## config.mk

```make
export PLATFORM = sky130hd
export DESIGN_NAME = fpu_add_pipe
export DESIGN_NICKNAME = d
export VERILOG_FILES = /design/src/rtl/fpu_pkg.sv /design/src/rtl/fpu_lzc.sv /design/src/rtl/fpu_add_pipe.sv
export SDC_FILE = /design/constraint.sdc
export NUM_CORES = 1
export LEC_CHECK = 0
export CAP_MARGIN = 20
export CORE_MARGIN = 5
export CORE_UTILIZATION = 55
export CTS_BUF_LIST = sky130_fd_sc_hd__clkbuf_4 sky130_fd_sc_hd__clkbuf_8
export CTS_CLUSTER_DIAMETER = 200
export DETAILED_ROUTE_END_ITERATION = 7
export PLACE_DENSITY = 0.75
export SYNTH_ARGS = -nofsm -noshare
export SYNTH_HDL_FRONTEND = slang
export SYNTH_SLANG_ARGS = --single-unit
```

## constraint.sdc

```tcl
create_clock -name clk_i -period 9.7 [get_ports clk_i]
set_input_delay 0.97 -clock clk_i [delete_from_list [all_inputs] [get_ports clk_i]]
set_output_delay 0.97 -clock clk_i [all_outputs]
set_load 0.05 [all_outputs]
```

## src/rtl/fpu_pkg.sv

```systemverilog
// rtl/fpu_pkg.sv - shared FP types and format constants
package fpu_pkg;

    typedef enum logic {
        RM_RNE = 1'b0,
        RM_RTZ = 1'b1
    } rm_e;

    typedef struct packed {
        logic nv;
        logic of;
        logic uf;
        logic nx;
    } flags_t;

    function automatic int max_exp(input int exp_w);
        return (1 << exp_w) - 1;
    endfunction

    // Canonical quiet NaN: sign 0, exponent all ones, only the fraction MSB set
    function automatic logic [63:0] canon_nan(input int exp_w, input int man_w);
        logic [63:0] v;
        v = (64'(max_exp(exp_w)) << man_w) | (64'd1 << (man_w - 1));
        return v;
    endfunction

endpackage

```

## src/rtl/fpu_lzc.sv

```systemverilog
// rtl/fpu_lzc.sv - parametrised leading-zero counter
module fpu_lzc
    import fpu_pkg::*;
#(
    parameter int W = 8,
    localparam int CW = $clog2(W + 1)
) (
    input  logic [W-1:0]  value,
    output logic [CW-1:0] count
);

    // Highest set bit wins because it is visited last
    always_comb begin
        count = CW'(W);
        for (int i = 0; i < W; i++) begin
            if (value[i]) begin
                count = CW'(W - 1 - i);
            end
        end
    end

endmodule

```

## src/rtl/fpu_add_pipe.sv

```systemverilog
// rtl/fpu_add_pipe.sv - 3-stage IEEE-754 adder/subtractor with valid/ready flow control
module fpu_add_pipe
    import fpu_pkg::*;
#(
    parameter int EXP_W = 8,
    parameter int MAN_W = 23
) (
    input  logic                   clk_i,
    input  logic                   rst_i,
    input  logic                   valid_i,
    output logic                   ready_o,
    input  logic [EXP_W+MAN_W:0]   a_i,
    input  logic [EXP_W+MAN_W:0]   b_i,
    input  logic                   op_sub_i,
    input  logic                   rm_i,
    output logic                   valid_o,
    input  logic                   ready_i,
    output logic [EXP_W+MAN_W:0]   result_o,
    output logic [3:0]             flags_o
);

    localparam int FW = 1 + EXP_W + MAN_W;
    localparam int SW = MAN_W + 4;          // hidden + fraction + guard/round/sticky
    localparam int XW = EXP_W + 2;
    localparam int LW = $clog2(SW + 1);
    localparam logic [FW-1:0]    QNAN     = FW'(canon_nan(EXP_W, MAN_W));
    localparam logic [XW-1:0]    EMAX     = XW'(max_exp(EXP_W));
    localparam logic [EXP_W-1:0] EXP_ONES = '1;
    localparam logic [EXP_W-1:0] EXP_MAXF = EXP_ONES - 1'b1;

    logic en;
    assign en      = ready_i || !valid_o;
    assign ready_o = en;

    // ---------------- S1: unpack, classify, swap, align ----------------
    logic               sa, sb;
    logic [EXP_W-1:0]   ea, eb;
    logic [MAN_W-1:0]   fa, fb;
    logic               a_nan, b_nan, a_inf, b_inf, a_snan, b_snan;
    logic               swap, s_big;
    logic [EXP_W-1:0]   e_big, e_small, ee_big, ee_small, diff;
    logic [MAN_W-1:0]   f_big, f_small;
    logic [MAN_W:0]     sig_big, sig_small;
    logic [2*MAN_W+3:0] align_full;
    logic [SW-1:0]      small_al;
    logic               sp;
    logic [FW-1:0]      sp_res;
    logic               sp_nv;

    assign {sa, ea, fa} = a_i;
    assign sb           = b_i[FW-1] ^ op_sub_i;
    assign {eb, fb}     = b_i[FW-2:0];

    assign a_nan  = (&ea) && (|fa);
    assign b_nan  = (&eb) && (|fb);
    assign a_inf  = (&ea) && !(|fa);
    assign b_inf  = (&eb) && !(|fb);
    assign a_snan = a_nan && !fa[MAN_W-1];
    assign b_snan = b_nan && !fb[MAN_W-1];

    assign swap    = {eb, fb} > {ea, fa};
    assign s_big   = swap ? sb : sa;
    assign e_big   = swap ? eb : ea;
    assign f_big   = swap ? fb : fa;
    assign e_small = swap ? ea : eb;
    assign f_small = swap ? fa : fb;

    assign ee_big    = (e_big == '0) ? EXP_W'(1) : e_big;
    assign ee_small  = (e_small == '0) ? EXP_W'(1) : e_small;
    assign sig_big   = {e_big != '0, f_big};
    assign sig_small = {e_small != '0, f_small};
    assign diff      = ee_big - ee_small;

    // Upper MAN_W+3 bits keep {sig, g, r}; everything below folds into sticky
    assign align_full = {sig_small, {(MAN_W + 3){1'b0}}} >> diff;

    always_comb begin
        if (32'(diff) >= MAN_W + 3) begin
            small_al = {{(SW - 1){1'b0}}, |sig_small};
        end else begin
            small_al = {align_full[2*MAN_W+3:MAN_W+1], |align_full[MAN_W:0]};
        end
    end

    always_comb begin
        sp     = 1'b0;
        sp_res = QNAN;
        sp_nv  = 1'b0;
        if (a_nan || b_nan) begin
            sp    = 1'b1;
            sp_nv = a_snan || b_snan;
        end else if (a_inf && b_inf) begin
            sp = 1'b1;
            if (sa != sb) begin
                sp_nv = 1'b1;
            end else begin
                sp_res = {sa, EXP_ONES, {MAN_W{1'b0}}};
            end
        end else if (a_inf) begin
            sp     = 1'b1;
            sp_res = {sa, EXP_ONES, {MAN_W{1'b0}}};
        end else if (b_inf) begin
            sp     = 1'b1;
            sp_res = {sb, EXP_ONES, {MAN_W{1'b0}}};
        end
    end

    logic             s1_valid, s1_sign, s1_sub, s1_zero_sign, s1_sp, s1_sp_nv;
    logic [EXP_W-1:0] s1_exp;
    logic [SW-1:0]    s1_big, s1_small;
    logic [FW-1:0]    s1_sp_res;
    rm_e              s1_rm;

    always_ff @(posedge clk_i) begin
        if (rst_i) begin
            s1_valid <= 1'b0;
        end else if (en) begin
            s1_valid <= valid_i;
        end
    end

    always_ff @(posedge clk_i) begin
        if (en) begin
            s1_sign      <= s_big;
            s1_sub       <= sa ^ sb;
            s1_zero_sign <= sa & sb;
            s1_exp       <= ee_big;
            s1_big       <= {sig_big, 3'b000};
            s1_small     <= small_al;
            s1_sp        <= sp;
            s1_sp_res    <= sp_res;
            s1_sp_nv     <= sp_nv;
            s1_rm        <= rm_e'(rm_i);
        end
    end

    // ---------------- S2: significand add/sub ----------------
    logic             s2_valid, s2_sign, s2_zero_sign, s2_sp, s2_sp_nv;
    logic [EXP_W-1:0] s2_exp;
    logic [SW:0]      s2_sum;
    logic [FW-1:0]    s2_sp_res;
    rm_e              s2_rm;

    always_ff @(posedge clk_i) begin
        if (rst_i) begin
            s2_valid <= 1'b0;
        end else if (en) begin
            s2_valid <= s1_valid;
        end
    end

    // Magnitude ordering from S1 guarantees the subtraction never borrows
    always_ff @(posedge clk_i) begin
        if (en) begin
            s2_sum       <= s1_sub ? ({1'b0, s1_big} - {1'b0, s1_small})
                                   : ({1'b0, s1_big} + {1'b0, s1_small});
            s2_sign      <= s1_sign;
            s2_zero_sign <= s1_zero_sign;
            s2_exp       <= s1_exp;
            s2_sp        <= s1_sp;
            s2_sp_res    <= s1_sp_res;
            s2_sp_nv     <= s1_sp_nv;
            s2_rm        <= s1_rm;
        end
    end

    // ---------------- S3: normalise, round, pack ----------------
    logic [LW-1:0]  lz;
    logic [XW-1:0]  e_in, lim, sh, e_n, e_f;
    logic [SW-1:0]  norm;
    logic [MAN_W:0] mant, mant_f;
    logic [MAN_W+1:0] mant_r;
    logic           g, rs, nx, up, tiny, ovf;
    logic [FW-1:0]  res;
    flags_t         fl;

    fpu_lzc #(.W(SW)) u_lzc (
        .value (s2_sum[SW-1:0]),
        .count (lz)
    );

    assign e_in = XW'(s2_exp);
    assign lim  = e_in - XW'(1);

    always_comb begin
        sh = '0;
        if (s2_sum[SW]) begin
            norm = {s2_sum[SW:2], s2_sum[1] | s2_sum[0]};
            e_n  = e_in + XW'(1);
        end else begin
            // Stop at effective exponent 1 so tiny results stay subnormal
            sh   = (XW'(lz) > lim) ? lim : XW'(lz);
            norm = s2_sum[SW-1:0] << sh;
            e_n  = e_in - sh;
        end
    end

    assign mant   = norm[SW-1:3];
    assign g      = norm[2];
    assign rs     = norm[1] | norm[0];
    assign nx     = g | rs;
    assign up     = (s2_rm == RM_RNE) && g && (rs || norm[3]);
    assign mant_r = {1'b0, mant} + {{(MAN_W + 1){1'b0}}, up};

    always_comb begin
        if (mant_r[MAN_W+1]) begin
            mant_f = mant_r[MAN_W+1:1];
            e_f    = e_n + XW'(1);
        end else begin
            mant_f = mant_r[MAN_W:0];
            e_f    = e_n;
        end
    end

    assign tiny = !mant_f[MAN_W];
    assign ovf  = e_f >= EMAX;

    always_comb begin
        fl  = '0;
        res = '0;
        if (s2_sp) begin
            res   = s2_sp_res;
            fl.nv = s2_sp_nv;
        end else if (s2_sum == '0) begin
            res = {s2_zero_sign, {(FW - 1){1'b0}}};
        end else if (ovf) begin
            fl.of = 1'b1;
            fl.nx = 1'b1;
            res   = (s2_rm == RM_RTZ) ? {s2_sign, EXP_MAXF, {MAN_W{1'b1}}}
                                      : {s2_sign, EXP_ONES, {MAN_W{1'b0}}};
        end else begin
            res   = {s2_sign, tiny ? {EXP_W{1'b0}} : e_f[EXP_W-1:0], mant_f[MAN_W-1:0]};
            fl.uf = tiny && nx;
            fl.nx = nx;
        end
    end

    always_ff @(posedge clk_i) begin
        if (rst_i) begin
            valid_o  <= 1'b0;
            result_o <= '0;
            flags_o  <= '0;
        end else if (en) begin
            valid_o  <= s2_valid;
            result_o <= res;
            flags_o  <= fl;
        end
    end

endmodule

```

# Word-level counts from Yosys, hierarchy flattened
# Index checks and enable logic that the tools add are counted.
word_totals:
  register_bits: 209
  inputBits: 70
  out_inout_bits: 38
  wordCells: 138
op_classes:
  n_addsub: 8
  n_lt_le_gt_ge: 4
  n_eq_ne: 1
  n_shift: 2
  muxes: 60
  bitwise: 7
  n_reduce_logical: 32
ops:
  columns: ["operator", "n"]
  rows:
  - ["$mux W32", 6]
  - ["$mux W5", 16]
  - ["$shr A50 B8 Y50", 1]
  - ["$mux W24", 2]
  - ["$reduce_or A24 Y1", 2]
  - ["$mux W23", 2]
  - ["$reduce_or A23 Y1", 2]
  - ["$mux W8", 5]
  - ["$mux W4", 8]
  - ["$gt A31 B31 Y1", 1]
  - ["$mux W31", 1]
  - ["$mux W10", 3]
  - ["$add A27 B27 Y28", 1]
  - ["$logic_not A28 Y1", 1]
  - ["$mux W28", 1]
  - ["$sub A27 B27 Y28", 1]
  - ["$mux W27", 1]
  - ["$shl A27 B10 Y27", 1]
  - ["$add A24 B1 Y25", 1]
  - ["$logic_not A8 Y1", 2]
  - ["$reduce_and A8 Y1", 2]
  - ["$reduce_bool A8 Y1", 2]
  - ["$mux W1", 11]
  - ["$add A10 B1 Y10 const B", 1]
  - ["18 further kinds", 40]

# Longest topological paths before layout
depth:
  ltp_word: 41
  mapped_depth: 42
  mapped_depth_nobuf: 35

# By module
# From an unflattened synthesis, not the netlist that was laid out.
unflattened:
  hier_cells: 1680
  hier_area_um2: 14212.4
modules_own_cells:
  columns: ["module", "n_inst", "cells_per_inst", "area_per_inst_um2", "seq_area_each_um2"]
  rows:
  - ["fpu_add_pipe", 1, 1629, 13934.6, 4083.9]
  - ["fpu_lzc", 1, 51, 277.8, 0.0]

# Least setup slack after synthesis
# OpenSTA, ideal clock, no wires.
synth_timing:
  path_type: "input -> register"
  from: "input a_i[1]"
  to: "register s1_small[0] (data pin)"
  setup_ps: 265
  arrival_time_ps: 8283
  t_required_ps: 9435
  slack_ps: 1152
  path_stages: 36
  path_buffers: 7
  cell_sequence: "inv_1 -> ha_1 -> nor2b_1 -> o21a_1 -> o21a_1 -> o21a_1 -> o21a_1 -> o21ai_0 -> nand2b_1 -> a2111oi_0 -> nor2_1 -> clkbuf_1 -> clkbuf_1 -> clkbuf_1 -> clkbuf_1 -> clkbuf_1 -> mux2i_1 -> ha_1 -> nor2b_1 -> o21ai_0 -> a21boi_0 -> o21ai_0 -> a21boi_0 -> o21ai_0 -> and3_1 -> clkbuf_1 -> nor4b_1 -> clkbuf_1 -> nand2_1 -> mux2i_1 -> a2111oi_0 -> mux2i_1 -> a2111oi_0 -> nand4b_1 -> nor4_1 -> o32ai_1"
synth_via:
  elab_chain_len: 8
  word_cells_on_any_way: 15
  classes_between: "add/sub (1); order compare (2); shift (1); mux (6); reduce/logical (5)"
synth_lines:
  columns: ["item", "line", "text"]
  rows:
  - ["start: declaration", "fpu_add_pipe.sv:12", "input logic [EXP_W+MAN_W:0] a_i,"]
  - ["$gt A31 B31 Y1", "fpu_add_pipe.sv:61", "assign swap = {eb, fb} > {ea, fa};"]
  - ["$mux W8 (on tied branches)", "fpu_add_pipe.sv:63, fpu_add_pipe.sv:65", null]
  - ["$logic_not A8 Y1 (on tied branches)", "fpu_add_pipe.sv:68, fpu_add_pipe.sv:69", null]
  - ["$mux W8 (on tied branches)", "fpu_add_pipe.sv:68, fpu_add_pipe.sv:69", null]
  - ["$sub A8 B8 Y8", "fpu_add_pipe.sv:72", "assign diff = ee_big - ee_small;"]
  - ["$shr A50 B8 Y50", "fpu_add_pipe.sv:75", "assign align_full = {sig_small, {(MAN_W + 3){1'b0}}} >> diff;"]
  - ["$reduce_or A24 Y1", "fpu_add_pipe.sv:81", "small_al = {align_full[2*MAN_W+3:MAN_W+1], |align_full[MAN_W:0]};"]
  - ["$mux W1 (*)", "fpu_add_pipe.sv:78", "if (32'(diff) >= MAN_W + 3) begin"]
  - ["named net small_al[0]", "fpu_add_pipe.sv:45", "logic [SW-1:0] small_al;"]
  - ["end signal: assignment", "fpu_add_pipe.sv:129", "s1_small <= small_al;"]
  - ["end: declaration", "fpu_add_pipe.sv:110", "logic [SW-1:0] s1_big, s1_small;"]
# The timed path passes the listed nets; every way through them passes the cells marked *.
# A chain may end at the register's enable or synchronous reset.

# Worst setup path after layout
layout_timing:
  from: "input a_i[12]"
  to: "register s1_small[0] (data pin)"
layout_via:
  elab_chain_len: 8
  word_cells_on_any_way: 15
  classes_between: "add/sub (1); order compare (2); shift (1); mux (6); reduce/logical (5)"
layout_lines:
  columns: ["item", "line", "text"]
  rows:
  - ["$gt A31 B31 Y1 (*)", "fpu_add_pipe.sv:61", null]
  - ["$mux W8 (*)", "fpu_add_pipe.sv:63", "assign e_big = swap ? eb : ea;"]
  - ["$logic_not A8 Y1", "fpu_add_pipe.sv:68", "assign ee_big = (e_big == '0) ? EXP_W'(1) : e_big;"]
  - ["$mux W8 (*)", "fpu_add_pipe.sv:68", null]
  - ["named net ee_big[5]", "fpu_add_pipe.sv:41", "logic [EXP_W-1:0] e_big, e_small, ee_big, ee_small, diff;"]
  - ["$sub A8 B8 Y8 (*)", "fpu_add_pipe.sv:72", null]
  - ["$shr A50 B8 Y50", "fpu_add_pipe.sv:75", null]
  - ["$reduce_or A24 Y1", "fpu_add_pipe.sv:81", null]
  - ["$mux W1 (*)", "fpu_add_pipe.sv:78", null]
  - ["named net small_al[0]", "fpu_add_pipe.sv:45", null]
# Marked as above.

==> key figures <==
Run status
  • Status: finished, final reports clean

Global routing
  • Vias in the first global route: 14,493
  • Grt total ovfl: 0
  • Pin count of the biggest net entering global routing: 71
  • GRT Util Overall: 0.313
  • Global-route wire length before repair: 78.1 mm
  • Initial antenna violation count: 0

Synthesis
  • Synthesized area: 15,300 um2
  • Main combinational cell family by area after synthesis: compound AO/OA/AOI/OAI gates
  • Top cell type by total area after synthesis: edfxtp_1
  • Compound-gate portion of the synthesized area: 0.228
  • Cells after Synth: 1,868
  • Synth top area share: 0.216
  • Post-synth EDFFs: 110
  • Mux share of post-synthesis cell area: 0.108
  • Synth warn: 0
  • Asr flop ratio synth: 0
  • Syn Nets: 2,043
  • Top_reg_cell synth: edfxtp_1
  • Adder-cell share of the synthesized area: 0.0873
  • Top cells by area, synth: edfxtp_1 22%, ha_1 8.3%, mux2i_1 7.5%, nand2_1 6.4%, dfxtp_1 5.1%
  • Post-synth cell types: 96
  • Avg Inst Size Synth: 8.19 um2
  • Post-synthesis simple-gate area fraction: 0.218
  • Seq cells post-synth: 149
  • Sequential area share after synthesis: 0.267
  • Xor/xnor cell area share of the yosys netlist: 0.0355

Placement
  • RePlAce Congestion: 1.00
  • Port Buf Inserts: 107
  • Dpl hpwl: 38.6 mm

Timing
  • Slew Viols, Final: 0
  • Fin Hold WS: 0.413 ns
  • Final setup fails: 0
  • Final setup TNS: 0 ns
  • Worst-Margin Slew: 1.17 ns
  • Fin. Hold Viols: 0
  • RSZ-0062 raised after global routing: no
  • Post-layout minimum cycle time: 8.91 ns
  • Slew HR: 0.219
  • Final Skew: 0.0308 ns
  • Period utilisation layout: 0.919
  • F_max: 0.112 GHz

Routing
  • Wire per inst: 21.4 um
  • First drt pass iteration count: 6
  • Via density: 6.47
  • Post-route ant nets: 0
  • Via count: 15,054
  • Final wirelength: 49.8 mm
  • Initial DRC Count: 1,453
  • DRC: 0

Critical path
  • CP top delay family: compound AO/OA/AOI/OAI gates
  • Slowest cell on the critical path: a2111oi_0
  • Kind of critical path: input pin to register
  • CP Capture Type: register
  • Startpoint type of the worst setup path: input pin
  • Worst path bufs/invs: 6
  • CP arrival: 9.11 ns
  • Worst Path Required: 9.90 ns
  • CP most frequent cell: o21ai_0
  • CP max stage delay: 0.75 ns
  • Worst Path Max Fanout: 25

Power and ir drop
  • LEAKAGE: 6.70 nW
  • VDD IR max: 0.108 mV
  • Pwr/cell area: 250 nW/um2

Floorplanning
  • Die Width: 177 um
  • Core Footprint: 27,600 um2
  • I/O pins: 108
  • Die area: 31,300 um2
  • Std cell rows: 61
  • Die Ht: 177 um
  • Initial Utilization: 0.554

Hold path
  • Hold Path Class: register to register

Layout
  • Fin nets: 2,110
  • Syn-to-layout area delta: 12.3%
  • Antenna Cells: 0
  • Final core occ: 0.622
  • Layout cells sized above 1: 0.0837

Clock tree
  • Skew-Pair Late Insertion Delay: 0.48 ns
  • # H-tree levels: 4
  • Hold-fix buffers, CTS: 0
  • CTS tree: built
  • Post-CTS setup repair buffer count: 0
  • Cts repair resizes: 0
  • Clock sinks: 149
  • Clock Path Buffers: 2
  • CTS clk-pin slew, worst paths: 0.11 ns
  • Clock Tree Root: clkbuf_8
  • TritonCTS Buffers: 17

Job
  • Max cap viols: 0
## path summary, 6_finish.rpt
check | start | to | slack (ns) | cells after the start
min reg2reg | s1_rm | s2_rm | 0.41 | 0
min | s1_rm | s2_rm | 0.41 | 0
max | a_i[12] | s1_small[0] | 0.79 | 37
max reg2reg | s2_sum[25] | result_o[3] | 1.44 | 25
## cell usage after synthesis, drive strengths merged, types with 13 or more instances
cell type	n
a22o	16
o31ai	13
nand2	261
nor2	144
and2	16
xor2	21
nand4	22
o21ai	124
nand3	48
nand2b	15
o21a	18
and3	21
a221oi	18
buf	28
a21oi	94
a21o	21
xnor2	41
o22ai	23
or3	15
a211oi	20
nor3	41
edfxtp	110
a31oi	15
o211ai	14
mux2	20
dfxtp	39
clkbuf	76
inv	109
nor2b	16
ha	102
a22oi	15
mux2i	116
a2111oi	17
nor4	42
## worst register-to-register path, stage by stage, from the launching register on
cell and delay, ns:
edfxtp_1 0.61, or4_1 0.64, a211oi_2 0.49, ha_1 0.33, and3_1 0.20, a31oi_1 0.28, o21a_1 0.33, nand2_2 0.21
mux2i_4 0.62, inv_2 0.42, fa_1 0.56, a21o_1 0.18, a21oi_1 0.23, nor2b_1 0.08, nor2_1 0.25, a31oi_1 0.16
or3_1 0.39, nand2_1 0.09, xor2_1 0.41, and2_1 0.22, and3_1 0.17, a31oi_1 0.13, o31ai_1 0.28, a31o_1 0.53
nor2_4 0.16, a22o_1 0.24
## report_power, final
group	leakage [nW]	switching [mW]	total [mW]	internal, mW
clock	0.203	0.277	0.495	0.218
sequential	1.53	0.236	1.11	0.874
combinational	4.97	1.68	2.70	1.02
## per-stage QoR
stage               setup WS (ns)  power, mW  instances  area [um2]
floorplan                    1.15       2.93       1868       15300
global placement            0.482       3.72       2291       16800
detailed placement          0.374       3.74       2291       16800
CTS                         0.816       4.25       2323       17200
global route                0.111       4.56       2326       17200
finish                      0.790       4.31       2326       17200
## final cells by class
type / count / area, um2
clock buffers: 18 / 241
clock inverters: 14 / 160
fillers: 2474 / 10400
inverters: 109 / 412
multi-input cells: 1506 / 10400
flip-flops and latches: 149 / 4080
well taps: 378 / 473
repair buffers: 152 / 1420
## cells by family after synthesis
family                     Yosys count
adders and majority gates          105
DFF                                149
and+or+nand+nor                    690
buffers and inverters              213
AOI/OAI and AO/OA                  502
xor gates and xnor gates            62
muxes                              147
## cells in the final DEF (no fill, tap or decap), types with 48 or more instances in the layout
cell and n:
mux2i_1 115, a21oi_1 91, o21ai_0 118, ha_1 102, inv_1 105, edfxtp_1 110
nand3_1 48, clkdlybuf4s50_1 107, nor2_1 140, nand2_1 260
## registers in the layout (all words and copies together), names as in the netlist, 2 cells and up
| signal | count |
|---|---|
| s2_exp | 8 |
| s2_sp_res | 2 |
| s1_sp_res | 2 |
| s1_exp | 8 |
| s1_big | 24 |
| result_o | 32 |
| flags_o | 4 |
| s1_small | 27 |
| s2_sum | 28 |
## metal layers
layer,part of all wire,track usage,vias to the layer above
met4,0.068,0.196,0
met1,0.39,0.372,7106
met5,0,0,-
met3,0.057,0.0359,180
li1,-,-,7104
met2,0.49,0.541,664
Note: power is estimated with default switching activity, not from simulation.
